File: src/rtl/vram_arbiter.sv
// Two-requester arbiter for the shared cartridge/VRAM bus: render fetch has
// priority, host is guaranteed a slot after G_starve_limit consecutive fetches.
//
// state  | meaning
// IDLE   | bus free; pick a winner and launch its address
// ADDR   | address (and host write strobe) on the bus; read data captured at end
// DATA   | winner's ack pulses; bus address held
module vram_arbiter #(
    parameter int G_starve_limit = 8
) (
    input  logic        I_clock,
    input  logic        I_reset,
    input  logic        I_fetch_req,
    input  logic [13:0] I_fetch_addr,
    output logic        O_fetch_ack,
    output logic [7:0]  O_fetch_data,
    input  logic        I_host_req,
    input  logic        I_host_wren,
    input  logic [13:0] I_host_addr,
    input  logic [7:0]  I_host_data,
    output logic        O_host_ack,
    output logic [7:0]  O_host_data,
    output logic [13:0] O_cart_addr,
    output logic        O_cart_wren,
    output logic [7:0]  O_cart_data,
    input  logic [7:0]  I_cart_data,
    output logic        O_busy
);

    localparam int                 C_cnt_w = $clog2(G_starve_limit + 1);
    localparam logic [C_cnt_w-1:0] C_limit = C_cnt_w'(G_starve_limit);

    typedef enum logic [1:0] {
        S_IDLE,
        S_ADDR,
        S_DATA
    } state_t;

    state_t             state;
    logic               winner_host;
    logic [C_cnt_w-1:0] starve_cnt;
    logic               host_win;

    // Host takes the slot when fetch is absent or fetch has used up its run.
    assign host_win = I_host_req && (!I_fetch_req || (starve_cnt == C_limit));

    always_ff @(posedge I_clock or negedge I_reset) begin
        if (!I_reset) begin
            state        <= S_IDLE;
            winner_host  <= 1'b0;
            starve_cnt   <= '0;
            O_fetch_ack  <= 1'b0;
            O_fetch_data <= 8'h00;
            O_host_ack   <= 1'b0;
            O_host_data  <= 8'h00;
            O_cart_addr  <= 14'h0000;
            O_cart_wren  <= 1'b0;
            O_cart_data  <= 8'h00;
            O_busy       <= 1'b0;
        end else begin
            O_fetch_ack <= 1'b0;
            O_host_ack  <= 1'b0;
            O_cart_wren <= 1'b0;
            case (state)
                S_IDLE: begin
                    if (host_win) begin
                        winner_host <= 1'b1;
                        O_cart_addr <= I_host_addr;
                        O_cart_data <= I_host_data;
                        O_cart_wren <= I_host_wren;
                        starve_cnt  <= '0;
                        O_busy      <= 1'b1;
                        state       <= S_ADDR;
                    end else begin
                        if (!I_host_req) begin
                            starve_cnt <= '0;
                        end else if (I_fetch_req && (starve_cnt != C_limit)) begin
                            starve_cnt <= starve_cnt + 1'b1;
                        end
                        if (I_fetch_req) begin
                            winner_host <= 1'b0;
                            O_cart_addr <= I_fetch_addr;
                            O_busy      <= 1'b1;
                            state       <= S_ADDR;
                        end
                    end
                end
                S_ADDR: begin
                    // O_cart_wren still reflects this transaction's write flag here.
                    if (winner_host) begin
                        O_host_ack <= 1'b1;
                        if (!O_cart_wren) begin
                            O_host_data <= I_cart_data;
                        end
                    end else begin
                        O_fetch_ack  <= 1'b1;
                        O_fetch_data <= I_cart_data;
                    end
                    state <= S_DATA;
                end
                S_DATA: begin
                    O_busy <= 1'b0;
                    state  <= S_IDLE;
                end
                default: begin
                    O_busy <= 1'b0;
                    state  <= S_IDLE;
                end
            endcase
        end
    end

endmodule

File: config.mk
export PLATFORM = sky130hd
export DESIGN_NAME = vram_arbiter
export DESIGN_NICKNAME = d
export VERILOG_FILES = /design/src/rtl/vram_arbiter.sv
export SDC_FILE = /design/constraint.sdc
export NUM_CORES = 1
export LEC_CHECK = 0
export CORE_ASPECT_RATIO = 0.5
export CORE_UTILIZATION = 47
export CTS_BUF_LIST = sky130_fd_sc_hd__clkbuf_4
export DETAILED_ROUTE_END_ITERATION = 7
export HOLD_SLACK_MARGIN = 0.03
export PLACE_DENSITY = 0.89
export SYNTH_ARGS = -nofsm -noshare
export SYNTH_HDL_FRONTEND = slang
export SYNTH_SLANG_ARGS = --single-unit
File: constraint.sdc
create_clock -name I_clock -period 3.7 [get_ports I_clock]
set_clock_uncertainty 0.05 [all_clocks]
set_input_delay 0.74 -clock I_clock [delete_from_list [all_inputs] [get_ports I_clock]]
set_output_delay 0.74 -clock I_clock [all_outputs]
set_load 0.005 [all_outputs]
==> flow_summary.ini, run 1 <==
[global_routing]
grt_pass1_wl_um = 8340
grt_pass1_vias = 1752
overflow = 0
grt_start_max_net_pins = 50
grt_use_total_pct = 22.1
antenna_found_initial = 0

[yosys]
synth-edff-count = 0
yosysWarnings = 0
avgSynthCellArea_um2 = 12.3
synth.mux.area_fraction_pct = 14.4
syn-num-nets = 228
synth-seq-area-share_pct = 56.5
synth-compound-area-share_pct = 8.47
synth_fa_ha_area_share_pct = 1.15
synth-seq-cells = 49
yosysMostFrequentCell = dfrtp_1
post_synth_instance_area_um2 = 2170
synth-async-reset-ratio_pct = 100
synth_top_family_by_area = multiplexers
synthCells = 177
synth_top_cells_by_count = dfrtp_1 (49), inv_1 (17), mux2_2 (17), nand3_1 (15)
yosys.area.top_type = dfrtp_1
yosysTopAreaCellShare_pct = 56.5
synth-simple-area-share_pct = 13.6
synth.area.top_cells = dfrtp_1 (56%), mux2_2 (8.8%), o221ai_1 (5.6%), mux2_4 (5.5%), nand4_1 (4.0%)
synth_xor_area_share_pct = 0
ys.flop_type = dfrtp_1
synth_cell_types = 31

[min_path]
worstHoldPathType = reg2reg
hp-start = O_fetch_data[4]$_DFFE_PN0P_

[routing]
drc_errors = 5
drt-initial-drc-count = 76
firstDrtPassIters = 6
wl_um = 5110
wl_per_cell_um = 16.0
avgViaCountPerCell = 5.33
ant_nets = 0
vias = 1705

[worst_setup_path]
arrival_ns = 2.58
cp_slowest_cell = clkdlybuf4s50_1
r2r_cells = 5
r2r_end = O_cart_data[6]$_DFFE_PN0P_
cp_max_fo = 17
worstSetupStartpoint = I_fetch_req
cp_cell_sequence = clkdlybuf4s50_1, nand2b_1, a21oi_4, mux2_4
r2r_setup_slack_ns = 1.54
critPathKind = in2reg
cp-end-kind = register
cp-start-kind = primary input
max_stage_delay_ns = 0.70
r2r-start = starve_cnt[0]$_DFFE_PN0P_
endpoint = O_cart_data[6]$_DFFE_PN0P_
crit_required_ns = 3.91

[outcome]
violations = design-rule violations
status = finished with violations

[finish]
n_antenna_cell = 0
multi_input_area_um2 = 818
fillers = 314
layout.area.seq_um2 = 1230
drive_above_1_share_pct = 15.6
fin_nets = 313
syn_to_final_growth_pct = 45.0

[power_and_ir_drop]
p_leak_nw = 1.35
p_per_area_nw_per_um2 = 728
peakVddDrop_uv = 260

[clock_tree]
cts_num_sinks = 49
post_cts_buffers = 0
cts-resized-gates = 0
cts_made_buffers = 5
cts_tree = built
clock_latency_ns = 0.37
clockBufferDepth = 2
cts_root_buf = clkbuf_4
cts.reportedPaths.clkPinSlew_ns = 0.12
htree_levels = 2
cts_hold_buf = 0

[sta]
slew_headroom_pct = 22.9
finalHoldViolations = 0
fin_hold_ws_ns = 0.469
final.setup.tns_ns = 0
finalSetupViolCount = 0
timing.fmax_ghz = 0.421
post-route-period-util_pct = 64.1
post-route-min-period_ns = 2.37
rsz0062_at_grt = no
worst_pin_slew_ns = 1.16
slew_viol_final = 0

[floorplanning]
num_rows = 17
core-area_um2 = 4420
start_util_pct = 49.1
die_h_um = 50.1
dieWidth_um = 98.1
dieArea_um2 = 4910
ioPinCount = 91

[place]
place_congestion = 0.691
port_buffers = 90
hpwl_um = 3790

[run]
cap_violations = 0
## placed cells by master (no fill, tap or decap), drive strengths merged
master / n
clkdlybuf4s50: 89
dfrtp: 49
mux2: 25
inv: 18
nand3: 15
nand4: 14
o221ai: 14
clkbuf: 8
nor2b: 4
nand2: 4
or2: 2
and2: 2
o31ai: 2
ha: 2
and3b: 2
buf: 2
nand4b: 1
nand2b: 1
a21oi: 1
nor2: 1
o21ai: 1
a21o: 1
nor4: 1
nor4bb: 1
a211o: 1
nor3: 1
a22o: 1
## state kept, by name (all words and copies together), names as in the netlist
name          flops
O_busy            1
O_cart_addr      14
O_cart_data       8
O_cart_wren       1
O_fetch_ack       1
O_fetch_data      8
O_host_ack        1
O_host_data       8
starve_cnt        4
state             2
winner_host       1
## per-stage QoR
step           instance area, µm²  power, mW  cells  utilization, %  worst slack, ns
3_3_place_gp                 3090       2.00    312            69.8             1.04
3_5_place_dp                 3090       2.06    312            69.8            0.966
6_report                     3150       2.29    320            71.1             1.33
2_1_floorplan                2170       1.45    177               -             1.80
4_1_cts                      3150       2.31    320            71.1             1.35
5_1_grt                      3150       2.43    320            71.1             1.24
## worst min path at each step
stage	endpoint	slack [ns]	cells after the start
floorplan	O_busy$_DFFE_PN0P_	0.39	0
global placement	winner_host$_DFFE_PN0P_	0.43	1
detailed placement	O_fetch_data[7]$_DFFE_PN0P_	0.44	1
CTS	O_fetch_data[4]$_DFFE_PN0P_	0.47	1
global route	O_cart_data[6]$_DFFE_PN0P_	0.50	1
finish	O_fetch_data[4]$_DFFE_PN0P_	0.47	1
## final cells by class
type	instances	area share, %
sequential	49	39.0
timing repair buffer	91	28.7
multi-input combinational	97	26.0
tap	57	2.27
inverter	18	2.15
clock buffer	8	1.91
## power breakdown
group | leakage, nW | total (mW) | switching, mW | internal [mW]
combinational | 0.715 | 1.11 | 0.415 | 0.693
clock | 0.0368 | 0.260 | 0.162 | 0.0980
sequential | 0.602 | 0.923 | 0.143 | 0.780
## kinds of logic after synthesis
family | after synthesis
AND/OR/NAND/NOR | 49
buffers and inverters | 31
flip-flops | 49
multiplexers | 25
adder cells (fa/ha/maj) | 2
AO/OA/AOI/OAI | 21
## metal layers
metal | share of wire, % | up-vias | track usage [%]
li1 | - | 809 | -
met1 | 41 | 838 | 26.2
met2 | 53 | 49 | 39.9
met3 | 4.3 | 9 | 4.26
met4 | 1.5 | 0 | 9.09
met5 | 0 | - | 0
## worst max-delay path: cells and delay by family
family          cells  cell delay [ns]
buf+inv             1             0.70
compound gates      1             0.44
simple gates        1             0.35
mux                 1             0.34
(Power assumes the default switching activity.)
==> inputs of run 2 (changes only) <==
- CORE_UTILIZATION: 47 -> 44
- PLACE_DENSITY: 0.89 -> 0.84
- clock period: 3.7 -> 2.45 ns (I/O delays scaled with it)
==> flow_summary.ini, run 2 (synthesis results as in run 1) <==
[outcome]
status = finished clean

[global_routing]
antenna_found_initial = 0
grt_start_max_net_pins = 19
grt_pass1_wl_um = 8120
overflow = 0
grt_use_total_pct = 20.5
grt_pass1_vias = 1841

[floorplanning]
dieArea_um2 = 5240
die_h_um = 51.7
start_util_pct = 47.5
num_rows = 17
ioPinCount = 91
core-area_um2 = 4570
dieWidth_um = 101

[finish]
regMostFlops = O_cart_addr
final_cell_mix = clkdlybuf4s50_1 (89), dfrtp_1 (49), inv_1 (17), mux2_2 (17), nand3_1 (15)
final_common_cell = clkdlybuf4s50_1
fillers = 351
syn_to_final_growth_pct = 49.2
fin_nets = 321
n_antenna_cell = 0
largest_reg_flops = 14
drive_above_1_share_pct = 17.3
fin_area_um2 = 3240

[sta]
post-route-period-util_pct = 76.4
timing.fmax_ghz = 0.534
finalSetupViolCount = 0
slew_viol_final = 0
worst_pin_slew_ns = 0.518
rsz0062_at_grt = no
final.setup.tns_ns = 0
finalHoldViolations = 0
post-route-min-period_ns = 1.87
slew_headroom_pct = 65.5

[routing]
drc_errors = 0
wl_um = 5200
ant_nets = 0
vias = 1784
drt-initial-drc-count = 38
wl_per_cell_um = 15.4
avgViaCountPerCell = 5.29
firstDrtPassIters = 4

[clock_tree]
clock_latency_ns = 0.37
post_cts_buffers = 0
cts-resized-gates = 0
cts.reportedPaths.clkPinSlew_ns = 0.14
cts_num_sinks = 49
cts_root_buf = clkbuf_4
cts_tree = built
htree_levels = 2
clockBufferDepth = 2
cts_made_buffers = 5

[worst_setup_path]
cp-start-kind = primary input
arrival_ns = 2.05
critPathKind = in2reg
crit_required_ns = 2.63
cp_max_fo = 15
cp-end-kind = register

[power_and_ir_drop]
peakVddDrop_uv = 410
p_per_area_nw_per_um2 = 1100
p_leak_nw = 1.39
p_total_mw = 3.57

[place]
placed_area_um2 = 3150
port_buffers = 90
hpwl_um = 3870
place_congestion = 0.707

[min_path]
worstHoldPathType = reg2reg

[run]
cap_violations = 0
run 2: timing repair:
action / CTS / global route
hold buffers: 1 / 0
setup endpoints to repair: 0 / 0
hold endpoints to repair: 16 / 0
run 2: worst paths after layout:
check                                           start                           to  slack (ns)  cells after the start
setup / recovery                          I_fetch_req   O_cart_addr[0]$_DFFE_PN0P_        0.58                      6
hold / removal             O_host_data[6]$_DFFE_PN0P_   O_host_data[6]$_DFFE_PN0P_        0.47                      1
setup reg to reg            starve_cnt[0]$_DFFE_PN0P_   O_cart_data[3]$_DFFE_PN0P_        0.64                      5
hold reg to reg            O_host_data[6]$_DFFE_PN0P_   O_host_data[6]$_DFFE_PN0P_        0.47                      1
max in group asynchronous                     I_reset           O_busy$_DFFE_PN0P_        1.24                      3
min in group asynchronous                     I_reset  O_cart_addr[12]$_DFFE_PN0P_        0.54                      2
run 2: layer usage:
layer | share of wire (%) | track usage [%] | wire length [µm] | vias to the layer above
met5 | 0 | 0 | 0 | -
met4 | 1.1 | 6.76 | 59 | 0
met2 | 54 | 38.4 | 2780 | 57
met1 | 41 | 23.4 | 2110 | 896
met3 | 4.7 | 4.84 | 242 | 8
li1 | - | - | - | 823
run 2: final cells by class:
type / instances / area (µm²) / area share, %
clock inverters: 3 / 41.3 / 1.27
inverters: 18 / 67.6 / 2.09
flip-flops and latches: 49 / 1230 / 37.9
repair buffers: 99 / 966 / 29.8
multi-input cells: 97 / 818 / 25.3
clock buffers: 5 / 37.5 / 1.16
well taps: 66 / 82.6 / 2.55
run 2: where the power goes:
part	leakage [nW]	total, mW	switching [mW]	internal [mW]
sequential	0.602	1.39	0.213	1.18
clock	0.0389	0.481	0.270	0.212
combinational	0.753	1.70	0.621	1.08
total	1.39	3.57	1.10	2.47
run 2: metrics by stage:
step                hold WS (ns)  setup slack (ns)  cells  util (%)
finish                     0.473             0.578    337      70.8
global route               0.489             0.460    337      70.8
CTS                        0.477             0.609    337      70.8
detailed placement         0.394             0.203    328      68.9
global placement           0.383             0.310    328      68.9
floorplan                  0.144             0.780    177         -
run 2: worst max-delay path, stage by stage:
cell,delay (ns)
clkdlybuf4s50_1,0.57
buf_4,0.22
or2_1,0.25
nand2_2,0.11
inv_2,0.25
o221ai_1,0.16
==> inputs of run 3 (changes only) <==
- CORE_UTILIZATION: 44 -> 40
- PLACE_DENSITY: 0.84 -> 0.81
- clock period: 2.45 -> 1.6 ns (I/O delays scaled with it)
==> flow_summary.ini, run 3 (synthesis results as in run 1) <==
[floorplanning]
num_rows = 18
dieArea_um2 = 5740
die_h_um = 54.1
ioPinCount = 91
core-area_um2 = 5070
start_util_pct = 42.8
dieWidth_um = 106

[sta]
slew_headroom_pct = 79.9
timing.fmax_ghz = 0.647
fin_ws_ns = 0.0536
slew_viol_final = 0
finalHoldViolations = 0
worst_pin_slew_ns = 0.299
post-route-min-period_ns = 1.55
finalSetupViolCount = 0
rsz0062_at_grt = no
post-route-period-util_pct = 96.6
fin_hold_ws_ns = 0.385

[worst_setup_path]
cp_cell_sequence = and3b_2, nor2b_2, buf_4, mux2_2
worstSetupStartpoint = state[1]$_DFFE_PN0P_
critPathKind = reg2reg
max_stage_delay_ns = 0.45
cp-end-kind = register
cp_slowest_cell = dfrtp_1
arrival_ns = 1.79
r2r-start = state[1]$_DFFE_PN0P_
cp_max_fo = 8
cp-start-kind = register
crit_required_ns = 1.84
r2r_cells = 4

[finish]
drive_above_1_share_pct = 24.5
final_cell_mix = dfrtp_1 (49), clkdlybuf4s50_1 (47), dlygate4sd2_1 (42), buf_4 (24), mux2_2 (17)
fin_nets = 340
regMostFlops = O_cart_addr
largest_reg_flops = 14
final_common_cell = dfrtp_1
syn_to_final_growth_pct = 55.6
n_antenna_cell = 0

[place]
place_congestion = 0.735
dpl_worst_slack_ns = -0.330
port_buffers = 90
hpwl_um = 3970

[clock_tree]
cts_root_buf = clkbuf_4
cts_tree = built
htree_levels = 2
clockBufferDepth = 2
clock_latency_ns = 0.39
cts_made_buffers = 5
cts.reportedPaths.clkPinSlew_ns = 0.16
cts_num_sinks = 49

[routing]
avgViaCountPerCell = 5.10
wl_um = 5710
drt-initial-drc-count = 55
wl_per_cell_um = 15.9
vias = 1836
ant_nets = 0
drc_errors = 0
firstDrtPassIters = 4

[run]
cap_violations = 0

[global_routing]
grt_pass1_wl_um = 8690
grt_start_max_net_pins = 50
antenna_found_initial = 0
grt_pass1_vias = 1781
overflow = 0
grt_use_total_pct = 20.4

[min_path]
worstHoldPathType = in2async

[power_and_ir_drop]
p_leak_nw = 1.60
peakVddDrop_uv = 672
p_per_area_nw_per_um2 = 1600

[outcome]
status = finished clean
-- run 3: cell types whose count changed in the layout (fill, tap and decap cells not counted), moves of 3 or more --
cell | previous run | this run
clkdlybuf4s50_1 | 89 | 47
buf_4 | 8 | 24
buf_12 | 0 | 3
dlygate4sd2_1 | 0 | 42
-- run 3: what timing repair did --
item                                    4_1_cts  5_1_grt
gates resized for setup                      43        3
pin swaps                                     0        1
hold buffers                                  1        0
endpoints found under the hold margin        49        0
setup buffers                                10        1
endpoints found under the setup margin       44       16
-- run 3: worst paths after layout --
| check | end | slack [ns] |
|---|---|---|
| setup reg to reg | O_host_data[5]$_DFFE_PN0P_ | 0.05 |
| max in group asynchronous | O_cart_addr[2]$_DFFE_PN0P_ | 0.88 |
| hold reg to reg | state[1]$_DFFE_PN0P_ | 0.47 |
| min in group I_clock | O_cart_wren$_DFF_PN0_ | 0.45 |
| setup / recovery | O_host_data[5]$_DFFE_PN0P_ | 0.05 |
| hold / removal | state[1]$_DFFE_PN0P_ | 0.38 |
-- run 3: worst max-delay path: cells and delay by family (launching register included) --
kind | cells | cell delay, ns
flops | 1 | 0.45
mux | 1 | 0.35
buf+inv | 1 | 0.18
simple gates | 2 | 0.41
-- run 3: power by group --
part | switching (mW) | internal, mW
clock network | 0.434 | 0.175
registers | 0.304 | 1.80
logic | 1.10 | 1.59
-- run 3: metal layers --
layer	share of wire [%]	GRT usage (%)
met5	0	0
met2	53	38.0
met4	1.1	6.25
met1	42	24.5
met3	3.4	4.24
-- run 3: final cells by class --
class	count	area (µm²)
Fill cell	408	1690
Sequential cell	49	1230
Timing Repair Buffer	118	1090
Multi-Input combinational cell	97	843
Tap cell	70	87.6
Inverter	18	67.6
Clock buffer	5	37.5
Clock inverter	3	21.3
-- run 3: metrics by stage --
step | utilization [%] | cell area [µm²] | std cells | power [mW] | TNS [ns]
final | 66.6 | 3380 | 360 | 5.40 | 0
after global routing | 66.6 | 3380 | 360 | 5.74 | 0
after CTS | 66.2 | 3360 | 359 | 5.37 | 0
after detailed placement | 64.4 | 3260 | 340 | 4.99 | -6.96
after global placement | 64.4 | 3260 | 340 | 4.86 | -6.35
after floorplan | - | 2180 | 177 | 3.36 | -0.299
